$ cat config.mk
export PLATFORM = sky130hd
export DESIGN_NAME = split_ram_loader
export DESIGN_NICKNAME = d
export VERILOG_FILES = /design/src/rtl/split_ram_loader.sv
export SDC_FILE = /design/constraint.sdc
export NUM_CORES = 1
export LEC_CHECK = 0
export ABC_AREA = 1
export CAP_MARGIN = 20
export CORE_MARGIN = 2
export CORE_UTILIZATION = 34
export DETAILED_ROUTE_END_ITERATION = 10
export MAX_ROUTING_LAYER = met4
export PLACE_DENSITY = 0.57
export SLEW_MARGIN = 10
export SYNTH_ARGS = -nofsm -noshare
export SYNTH_HDL_FRONTEND = slang
export SYNTH_SLANG_ARGS = --single-unit
$ cat constraint.sdc
create_clock -name clk -period 3.5 [get_ports clk]
set_input_delay 0.7 -clock clk [delete_from_list [all_inputs] [get_ports clk]]
set_output_delay 0.7 -clock clk [all_outputs]
set_load 0.01 [all_outputs]
$ cat src/rtl/split_ram_loader.sv
// split_ram_loader: write sequencer for split_ram.
// Takes a valid/ready word stream and scatters it across NUM_RAMS banks in
// layer-interleaved order (word k -> bank k%NUM_RAMS, row k/NUM_RAMS).
// While a load is in progress it owns the shared RAM address. When idle it
// passes the consumer read address straight through.
// Ports:
//   clk, rst                 clock, synchronous active-high reset
//   start, num_rows          begin a load of num_rows rows (sampled in IDLE)
//   in_data/in_valid/in_ready  input word stream
//   rd_addr                  consumer read address, forwarded when idle
//   busy, done               load in progress / 1-cycle completion pulse
//   ram_data_wr, ram_wren    registered write data and one-hot bank strobe
//   ram_addr                 shared RAM address (write row or rd_addr)
module split_ram_loader #(
   parameter int unsigned NUM_RAMS  = 8,
   parameter int unsigned RAM_DEPTH = 256,
   parameter int unsigned RAM_WIDTH = 16
) (
   input  logic                           clk,
   input  logic                           rst,
   input  logic                           start,
   input  logic [$clog2(RAM_DEPTH):0]     num_rows,
   input  logic [RAM_WIDTH-1:0]           in_data,
   input  logic                           in_valid,
   output logic                           in_ready,
   input  logic [$clog2(RAM_DEPTH)-1:0]   rd_addr,
   output logic                           busy,
   output logic                           done,
   output logic [RAM_WIDTH-1:0]           ram_data_wr,
   output logic [NUM_RAMS-1:0]            ram_wren,
   output logic [$clog2(RAM_DEPTH)-1:0]   ram_addr
);

   localparam int unsigned AW = $clog2(RAM_DEPTH);
   localparam int unsigned BW = (NUM_RAMS > 1) ? $clog2(NUM_RAMS) : 1;

   localparam logic [AW:0]          DEPTH_ROWS = (AW+1)'(RAM_DEPTH);
   localparam logic [AW:0]          ROW_ONE    = (AW+1)'(1);
   localparam logic [BW-1:0]        BANK_LAST  = BW'(NUM_RAMS - 1);
   localparam logic [BW-1:0]        BANK_ONE   = BW'(1);
   localparam logic [NUM_RAMS-1:0]  WREN_ONE   = NUM_RAMS'(1);

   typedef enum logic [1:0] {IDLE, LOAD, FLUSH} state_t;

   state_t        state;
   logic [AW:0]   rows_q;
   // One bit wider than the row index so a full-depth load never wraps to row 0.
   logic [AW:0]   row_q;
   logic [BW-1:0] bank_q;
   logic [AW-1:0] addr_q;

   logic [AW:0]   rows_clamped_c;
   logic          handshake_c;
   logic          last_word_c;

   assign rows_clamped_c = (num_rows > DEPTH_ROWS) ? DEPTH_ROWS : num_rows;
   assign handshake_c    = in_valid & in_ready;
   assign last_word_c    = (bank_q == BANK_LAST) && ((row_q + ROW_ONE) == rows_q);

   // Idle read path is combinational so the consumer sees no added latency.
   assign ram_addr = busy ? addr_q : rd_addr;

   // Load sequencer with registered outputs.
   always_ff @(posedge clk) begin
      if (rst) begin
         state       <= IDLE;
         rows_q      <= '0;
         row_q       <= '0;
         bank_q      <= '0;
         addr_q      <= '0;
         in_ready    <= 1'b0;
         busy        <= 1'b0;
         done        <= 1'b0;
         ram_wren    <= '0;
         ram_data_wr <= '0;
      end else begin
         done     <= 1'b0;
         ram_wren <= '0;
         unique case (state)
            IDLE: begin
               if (start) begin
                  rows_q <= rows_clamped_c;
                  row_q  <= '0;
                  bank_q <= '0;
                  busy   <= 1'b1;
                  if (rows_clamped_c != '0) begin
                     state    <= LOAD;
                     in_ready <= 1'b1;
                  end else begin
                     state    <= FLUSH;
                  end
               end
            end
            LOAD: begin
               if (handshake_c) begin
                  ram_data_wr <= in_data;
                  ram_wren    <= WREN_ONE << bank_q;
                  addr_q      <= row_q[AW-1:0];
                  if (bank_q == BANK_LAST) begin
                     bank_q <= '0;
                     row_q  <= row_q + ROW_ONE;
                  end else begin
                     bank_q <= bank_q + BANK_ONE;
                  end
                  if (last_word_c) begin
                     state    <= FLUSH;
                     in_ready <= 1'b0;
                  end
               end
            end
            FLUSH: begin
               // Final write strobe is on the bus this cycle; close out the load.
               state <= IDLE;
               busy  <= 1'b0;
               done  <= 1'b1;
            end
            default: begin
               state    <= IDLE;
               in_ready <= 1'b0;
               busy     <= 1'b0;
            end
         endcase
      end
   end

endmodule

Word-level counts from Yosys, hierarchy flattened
Cells that the tools add are included.

cells by class
  add/sub/neg operators = 2
  $lt $le $gt $ge = 1
  equal/unequal tests = 9
  shifts and indexed selects = 1
  multiplexer cells = 23
  bitwise logic cells = 4
  reduce and logical (&&, ||, !) cells = 12

operators with widths
  cell                 number
  $mux 9               4
  $pmux 9 s2           1
  $ne 2x2->1 const B   5
  $add 9x1->9 const B  1
  $eq 9x9->1           1
  $gt 9x9->1 const B   1
  $mux 3               3
  $reduce_bool 9->1    1
  $mux 2               4
  $mux 8               1
  $shl 1x3->8 const A  1
  $mux 1               6
  $pmux 3 s2           1
  $reduce_and 2->1     3
  $reduce_and 3->1     2
  $reduce_and 5->1     1
  $pmux 2 s2           1
  $reduce_and 4->1     1
  $add 3x1->3 const B  1
  $eq 3x3->1 const B   1
  $not 1->1            3
  $pmux 1 s3           1
  $reduce_or 3->1      1
  $eq 2x1->1 const B   1
  6 further kinds      6

storage, ports and cells
  register bits = 58
  input bits = 37

Depth between registers and ports, before layout
Gate-level depths: netlist of the first run.

  word-level depth = 6
  gate-level depth with buffers = 14

Worst setup path after synthesis of the first run
Ideal clock, no wire load.

  path type = register -> output
  from = register busy
  to = output ram_addr[0]
  arrival time = 1.060 ns
  data required time = 2.800 ns
  slack = 1.740 ns
  cell stages (with the launch flop) = 3
  cell sequence = dfxtp_1 > clkbuf_1 > mux2_2

between the ends
  longest elaborated chain between the ends = 1

RTL lines
  item                      RTL line  source
  start: declaration        27        output logic busy,
  start signal: assignment  72        busy <= 1'b0;
  start signal: assignment  85        busy <= 1'b1;
  start signal: assignment  114       busy <= 1'b0;
  $mux 8                    61        assign ram_addr = busy ? addr_q : rd_addr;
  end: declaration          31        output logic [$clog2(RAM_DEPTH)-1:0] ram_addr

No other way between the ends.

Worst setup path in the final report of the first run
  from = register busy
  to = output ram_addr[2]

The elaborated chain is that of the path after synthesis.

==> metrics.yaml, run 1 <==
status:
  status: "finished clean"
worst_setup_path:
  rrSetupSlack_ps: 1530
  crit_path_end_kind: "output pin"
  critPathRequiredTime_ps: 2800
  cpPeakStageDelay_ps: 640
  cp-start-kind: "flop"
  arrival_ps: 1870
  cp_cell_sequence: "mux2_2 > clkdlybuf4s50_1"
  cp_slowest_cell: "dfxtp_1"
  crit_fanout: 10
  path_class: "reg2out"
die:
  core_area_sq_mm: 0.00725
  die_h_um: 90.5
  dieWidth_um: 90.5
  pin_count: 72
  rows: 31
  die_area_sq_mm: 0.00819
  start_util_pct: 35.1
layout:
  area_growth_pct: 40.4
  final_util_pct: 49.2
  n_fill_cell: 748
  diodes: 0
  drive_gt1_share_pct: 7.75
  num-nets-final: 464
power_and_ir_drop:
  internal-power_mw: 1.22
  vdd_drop_max_uv: 221
  seq_power_share_pct: 44.1
  power_frac_clock_pct: 41.7
  pwr-share-comb_pct: 14.1
  p_per_area_mw_per_mm2: 453
  switching_power_mw: 0.397
  switching_share_pct: 24.5
  leakagePower_nw: 1.44
global_routing:
  overflow: 0
  grt_busiest_layer: "met2"
  grt_max_degree: 35
  grt_pass1_wl_um: 10600
  use_met2_pct: 26.4
  antenna_found_initial: 0
  grt_util_met3_pct: 5.84
  grt_util_met1_pct: 20.2
  grt_pass1_vias: 2329
  grt_usage_pct: 16.7
timing:
  relSlewSlack_pct: 51.6
  period_share_pct: 73.5
  clock.fmax_mhz: 389
  rsz0062_at_grt: "false"
  maxSlewViolCount: 0
  tns_ps: 0
  finalSetupViolCount: 0
  layout_min_cycle_time_ps: 2570
  hold_viol_final: 0
  holdWs_ps: 477
  fin_skew_ps: 7.38
  tightest_slew_ps: 725
clock_network:
  cts_tree: "done"
  cts-buffers-inserted: 9
  cts.sinks: 58
  cts_resized: 0
  htree_levels: 3
  clk_pin_slew_worst_paths_ps: 70
  cts_setup_buffers: 0
  cts_root_buffer: "clkbuf_8"
  clkLatencyLatePin_ps: 340
  clock_path_buffers: 2
  ctsHoldBuffers: 0
synth:
  netlist.area_leader.share_pct: 45.6
  synth_seq_area_share_pct: 45.6
  synth.distinct_cells: 24
  synth_common_cells: "68 x nand2_1, 65 x nor2_1, 58 x dfxtp_1"
  synthesis.area_sq_mm: 0.00254
  synthCells: 348
  syn_avg_cell_area_sq_um: 7.31
  synth-async-reset-ratio_pct: 0
  synth_ff_type: "dfxtp_1"
  synth_area_leaders: "dfxtp_1 46%, nand2_1 10%, nor2_1 9.6%"
  synth-edff-count: 0
  yosysMostFrequentCell: "nand2_1"
  synth-seq-cells: 58
  syn_nets: 391
  synth_largest_area_cell: "dfxtp_1"
  yosys_warnings: 0
routing:
  first_pass_iters: 4
  vias: 2440
  ant_nets: 0
  wl_per_cell_um: 12.0
  drt_iter0_drc: 135
  viasPerCell: 4.65
  drc_errors: 0
  wl_um: 6290
placement:
  place_congestion: 0.839
  numPortBuffers: 71
  place_hpwl_um: 4530
min_path:
  hold_class: "reg2reg"
job:
  maxCapViolCount: 0
==> registers in the layout, indices dropped and copies added (netlist names), 2 cells and up <==
name,flops
state,2
ram_data_wr,16
ram_wren,8
addr_q,8
bank_q,3
rows_q,9
row_q,9
==> stage by stage <==
stage / worst slack (ps) / total power, mW / instance area (sq um) / cells
5_1_grt: 829 / 1.70 / 3570 / 525
3_3_place_gp: 895 / 0.957 / 3350 / 509
6_report: 927 / 1.62 / 3570 / 525
4_1_cts: 867 / 1.64 / 3570 / 525
3_5_place_dp: 845 / 0.959 / 3350 / 509
2_1_floorplan: 1740 / 0.848 / 2540 / 348
==> worst max-delay path, delay by kind of cell, from the launching register on <==
family | cells | cell delay, ps
buffers and inverters | 1 | 500
flip-flops | 1 | 640
multiplexers | 1 | 390
==> routing by layer <==
layer  part of all wire, %  wire length, um
met1                    45             2840
met2                    47             2990
met3                   6.5              410
met4                  0.94               59
met5                     0                0
==> worst paths after layout <==
kind	endpoint	cells past startpoint	start
worst max-delay path	ram_addr[2]	2	busy$_SDFFE_PP0P_
worst min-delay path	rows_q[6]$_SDFFE_PP0P_	2	rows_q[6]$_SDFFE_PP0P_
worst max register to register	ram_data_wr[14]$_SDFFE_PP0P_	6	state[0]$_SDFFE_PP0P_
worst min register to register	rows_q[6]$_SDFFE_PP0P_	2	rows_q[6]$_SDFFE_PP0P_
==> logic make-up after synthesis <==
group	count (synthesis)	synth area share, %
mux	8	3.54
simple gates	167	27.8
fa+ha+maj	6	2.95
compound gates	62	13.1
buf+inv	47	6.93
flops	58	45.6
==> power groups by stage <==
stage	logic, mW	registers, mW	clock network, mW
5_1_grt	0.256	0.718	0.725
2_1_floorplan	0.124	0.724	0
4_1_cts	0.231	0.715	0.695
3_5_place_dp	0.229	0.730	0
6_report	0.229	0.714	0.675
3_3_place_gp	0.228	0.729	0
==> placed cells by master, fill, tap and decap left out, types with 2 or more instances in the layout <==
cell type,netlist,routed
clkinv_2,0,2
mux2_2,8,8
nor3_1,3,3
buf_4,0,2
nor2_1,65,65
nand3b_1,3,3
clkdlybuf4s50_1,0,71
o21ai_0,28,28
a22oi_1,2,2
ha_1,6,6
nor4_1,2,2
nand3_1,22,22
nand2_1,68,68
inv_2,4,4
inv_1,31,31
clkbuf_8,0,10
dfxtp_1,58,58
a21oi_1,26,26
a211oi_1,3,3
bufinv_16,0,2
==> final cells by class <==
| class | instances | area, sq um | share of cell area, % |
|---|---|---|---|
| inverter | 36 | 135 | 3.78 |
| clock inverter | 5 | 77.6 | 2.17 |
| timing repair buffer | 73 | 726 | 20.3 |
| sequential | 58 | 1160 | 32.5 |
| multi-input combinational | 243 | 1210 | 33.8 |
| clock buffer | 11 | 141 | 3.96 |
| tap | 99 | 124 | 3.47 |
Note: power is estimated with default switching activity, not from simulation.
==> run 2, diff against run 1 <==
Clock period 3.5 ns to 2.6 ns, I/O delays scaled along.
==> run 2 against run 1 <==
Effect of this change:
- die area did not move
- total power up 36%
- clock-buffer cell count shrank 1
- first-iteration DRC count rose by 6.7%
- routed wire length is 2.5% lower
- hold slack improved by 3.1 ps
- highest routed layer unchanged
==> metrics.yaml, run 2 (synthesis gave the netlist of run 1 again) <==
status:
  status: "finished clean"
layout:
  top_register: "ram_data_wr"
  area_growth_pct: 40.7
  n_fill_cell: 739
  reg.largest.list: "ram_data_wr: 16 flops, row_q: 9 flops, rows_q: 9 flops"
  num-nets-final: 464
  stdcell_count: 525
  final_common_cell: "clkdlybuf4s50_1"
  drive_gt1_share_pct: 7.98
  final_cell_mix: "71 x clkdlybuf4s50_1, 68 x nand2_1, 65 x nor2_1"
  final_util_pct: 49.4
  diodes: 0
  largest_reg_flops: 16
clock_network:
  clock_path_buffers: 2
  cts_root_buffer: "clkbuf_8"
  cts.sinks: 58
  cts_resized: 0
  cts_setup_buffers: 0
  cts_tree: "done"
  clk_pin_slew_worst_paths_ps: 80
  htree_levels: 3
  clkLatencyLatePin_ps: 340
  ctsHoldBuffers: 0
  cts-buffers-inserted: 9
worst_setup_path:
  crit_path_end_kind: "output pin"
  rrSetupSlack_ps: 710
  reg2reg_to: "state[0]$_SDFFE_PP0P_"
  cp-start-kind: "flop"
  path_class: "reg2out"
  r2r_start: "row_q[0]$_SDFFE_PP0P_"
  critPathRequiredTime_ps: 2080
  crit_fanout: 10
  arrival_ps: 1880
  r2r_cells: 12
placement:
  place_hpwl_um: 4430
  numPortBuffers: 71
  place_congestion: 0.839
  dp.cells: 509
die:
  die_area_sq_mm: 0.00819
  start_util_pct: 35.1
  pin_count: 72
  die_h_um: 90.5
  rows: 31
  core_area_sq_mm: 0.00725
  dieWidth_um: 90.5
timing:
  layout_min_cycle_time_ps: 2400
  fin_skew_ps: 10.8
  tightest_slew_ps: 732
  period_share_pct: 92.4
  relSlewSlack_pct: 51.2
  tns_ps: 0
  hold_viol_final: 0
  clock.fmax_mhz: 416
  finalSetupViolCount: 0
  maxSlewViolCount: 0
  rsz0062_at_grt: "false"
routing:
  wl_um: 6140
  first_pass_iters: 4
  drc_errors: 0
  wl_per_cell_um: 11.7
  drt_iter0_drc: 144
  ant_nets: 0
  viasPerCell: 4.67
  vias: 2450
min_path:
  min_to: "rows_q[4]$_SDFFE_PP0P_"
  worstHoldStart: "rows_q[4]$_SDFFE_PP0P_"
  hold_class: "reg2reg"
  whs_path_depth: 2
job:
  maxCapViolCount: 0
global_routing:
  grt_usage_pct: 16.2
  grt_max_degree: 34
  grt_pass1_wl_um: 10300
  antenna_found_initial: 0
  overflow: 0
  grt_pass1_vias: 2279
power_and_ir_drop:
  p_per_area_mw_per_mm2: 616
  leakagePower_nw: 1.44
  vdd_drop_max_uv: 289
==> run 2: power by group <==
part | switching, mW | internal [mW]
clock network | 0.372 | 0.565
registers | 0.0338 | 0.926
logic | 0.154 | 0.155
total | 0.559 | 1.65
==> run 2: worst max path at each step <==
stage / start / end / slack [ps] / cells past startpoint
4_1_cts: busy$_SDFFE_PP0P_ / ram_addr[2] / 170 / 2
3_5_place_dp: rd_addr[2] / ram_addr[2] / 410 / 3
5_1_grt: busy$_SDFFE_PP0P_ / ram_addr[2] / 110 / 2
6_report: busy$_SDFFE_PP0P_ / ram_addr[2] / 200 / 2
3_3_place_gp: rd_addr[2] / ram_addr[2] / 400 / 3
2_1_floorplan: busy$_SDFFE_PP0P_ / ram_addr[0] / 1020 / 2
==> run 2: area by class of cell <==
cell class	count	area [sq um]	share of cell area, %
Multi-Input combinational cell	243	1210	33.7
Inverter	36	135	3.77
Timing Repair Buffer	73	726	20.3
Clock inverter	6	90.1	2.52
Sequential cell	58	1160	32.4
Clock buffer	10	138	3.84
Tap cell	99	124	3.46
==> run 2: worst max-delay path, cell delays in order, from the launching register on <==
cell and delay (ps):
dfxtp_1 640, mux2_2 390, clkdlybuf4s50_1 500
==> run 2: layer usage <==
metal | vias up | GRT usage [%] | share of wire [%] | wire [um]
met5 | - | - | 0 | 0
met4 | 0 | 7.82 | 1.7 | 103
met3 | 9 | 4.59 | 6.2 | 381
met2 | 60 | 25.4 | 46 | 2810
met1 | 1111 | 19.2 | 46 | 2840
li1 | 1270 | - | - | -
==> run 2: metrics by stage <==
stage	setup slack [ps]	cell area (sq um)	hold WS [ps]	total power [mW]
2_1_floorplan	1020	2540	453	1.14
3_3_place_gp	402	3350	468	1.29
3_5_place_dp	413	3350	473	1.29
4_1_cts	167	3580	484	2.23
5_1_grt	110	3580	509	2.31
6_report	197	3580	481	2.21
==> run 3, diff against run 2 <==
Settings changed: CTS_CLUSTER_SIZE from default to 8.
Clock period 2.6 ns to 3 ns, I/O delays scaled along.
==> run 3 against run 2 <==
Effect of this change:
- via count down 0.29%
- combinational power down 14%
- die area unchanged
- setup slack better by 340 ps
- core utilization up 0.33 points
- first-iteration DRC count down 35%
- final area up 0.66%
- routed wire length up 1.3%
==> metrics.yaml, run 3 (synthesis gave the netlist of run 1 again) <==
worst_setup_path:
  crit_path_end_kind: "output pin"
  cp_cell_sequence: "mux2_2 > clkdlybuf4s50_1"
  cp-start-kind: "flop"
  critPathRequiredTime_ps: 2400
  crit_fanout: 10
  arrival_ps: 1860
  path_class: "reg2out"
  cp_slowest_cell: "dfxtp_1"
  cpPeakStageDelay_ps: 630
routing:
  ant_nets: 0
  wl_per_cell_um: 11.8
  drc_errors: 0
  wl_um: 6210
  viasPerCell: 4.65
  first_pass_iters: 4
  vias: 2443
  drt_iter0_drc: 93
placement:
  numPortBuffers: 71
  place_hpwl_um: 4480
  place_congestion: 0.851
  place_area_sq_mm: 0.00335
die:
  die_area_sq_mm: 0.00819
  dieWidth_um: 90.5
  pin_count: 72
  start_util_pct: 35.1
  rows: 31
  core_area_sq_mm: 0.00725
  die_h_um: 90.5
clock_network:
  clkLatencyLatePin_ps: 330
  ctsHoldBuffers: 0
  cts_tree: "done"
  cts_resized: 0
  clk_pin_slew_worst_paths_ps: 70
  clock_path_buffers: 2
  cts.sinks: 58
  cts_setup_buffers: 0
  cts_root_buffer: "clkbuf_8"
  cts-buffers-inserted: 9
  htree_levels: 3
power_and_ir_drop:
  p_per_area_mw_per_mm2: 553
  switching_power_mw: 0.481
  seq_power_share_pct: 41.7
  leakagePower_nw: 1.45
  switching_share_pct: 24.1
  pwr-share-comb_pct: 13.4
  power.total_mw: 1.99
  internal-power_mw: 1.51
  vdd_drop_max_uv: 202
  power_frac_clock_pct: 44.9
layout:
  top_register: "ram_data_wr"
  finish.instance_area_sq_mm: 0.00360
  area_growth_pct: 41.6
  n_fill_cell: 726
  drive_gt1_share_pct: 7.98
  final_util_pct: 49.7
  diodes: 0
  reg.largest.list: "ram_data_wr: 16 flops, row_q: 9 flops, rows_q: 9 flops"
  final_cell_mix: "71 x clkdlybuf4s50_1, 68 x nand2_1, 65 x nor2_1"
  largest_reg_flops: 16
  final_common_cell: "clkdlybuf4s50_1"
  num-nets-final: 464
global_routing:
  grt_max_degree: 34
  grt_pass1_wl_um: 10400
  grt_usage_pct: 16.1
  overflow: 0
  grt_pass1_vias: 2246
  antenna_found_initial: 0
timing:
  relSlewSlack_pct: 51.5
  hold_viol_final: 0
  finalSetupViolCount: 0
  period_share_pct: 82.0
  rsz0062_at_grt: "false"
  fin_skew_ps: 6.01
  tightest_slew_ps: 727
  tns_ps: 0
  layout_min_cycle_time_ps: 2460
  clock.fmax_mhz: 407
  maxSlewViolCount: 0
min_path:
  hold_class: "reg2reg"
job:
  maxCapViolCount: 0
status:
  status: "finished clean"
-- run 3: routing by layer --
metal	wire length, um	vias up	track usage [%]	share of wire, %
li1	-	1274	-	-
met1	3030	1101	20.5	49
met2	2770	60	25.1	45
met3	333	8	3.34	5.4
met4	85	0	6.03	1.4
met5	0	-	-	0
-- run 3: through the flow --
stage / hold slack (ps) / instances / setup slack, ps
finish: 480 / 525 / 541
global route: 500 / 525 / 461
CTS: 484 / 525 / 492
detailed placement: 474 / 509 / 643
global placement: 467 / 509 / 640
floorplan: 453 / 348 / 1340
-- run 3: worst paths after layout --
| path | start | slack, ps | to | cells after the start |
|---|---|---|---|---|
| setup reg to reg | row_q[0]$_SDFFE_PP0P_ | 1130 | state[0]$_SDFFE_PP0P_ | 12 |
| hold / removal | rows_q[4]$_SDFFE_PP0P_ | 480 | rows_q[4]$_SDFFE_PP0P_ | 2 |
| hold reg to reg | rows_q[4]$_SDFFE_PP0P_ | 480 | rows_q[4]$_SDFFE_PP0P_ | 2 |
| setup / recovery | busy$_SDFFE_PP0P_ | 540 | ram_addr[2] | 2 |
-- run 3: final cells by class --
type	count	area [sq um]	area share [%]
clock buffer	10	138	3.82
clock inverter	6	114	3.16
inverter	36	135	3.75
multi-input combinational	243	1210	33.5
sequential	58	1160	32.2
tap	99	124	3.44
timing repair buffer	73	726	20.1
-- run 3: worst max-delay path, delay by kind of cell, from the launching register on --
family	cells	cell delay [ps]
flops	1	630
mux	1	390
buf+inv	1	500
-- run 3: power groups by stage --
stage / sequential (mW) / combinational (mW) / clock [mW]
3_5_place_dp: 0.850 / 0.269 / 0
5_1_grt: 0.837 / 0.299 / 0.953
3_3_place_gp: 0.849 / 0.267 / 0
6_report: 0.832 / 0.267 / 0.895
4_1_cts: 0.833 / 0.270 / 0.914
2_1_floorplan: 0.845 / 0.144 / 0
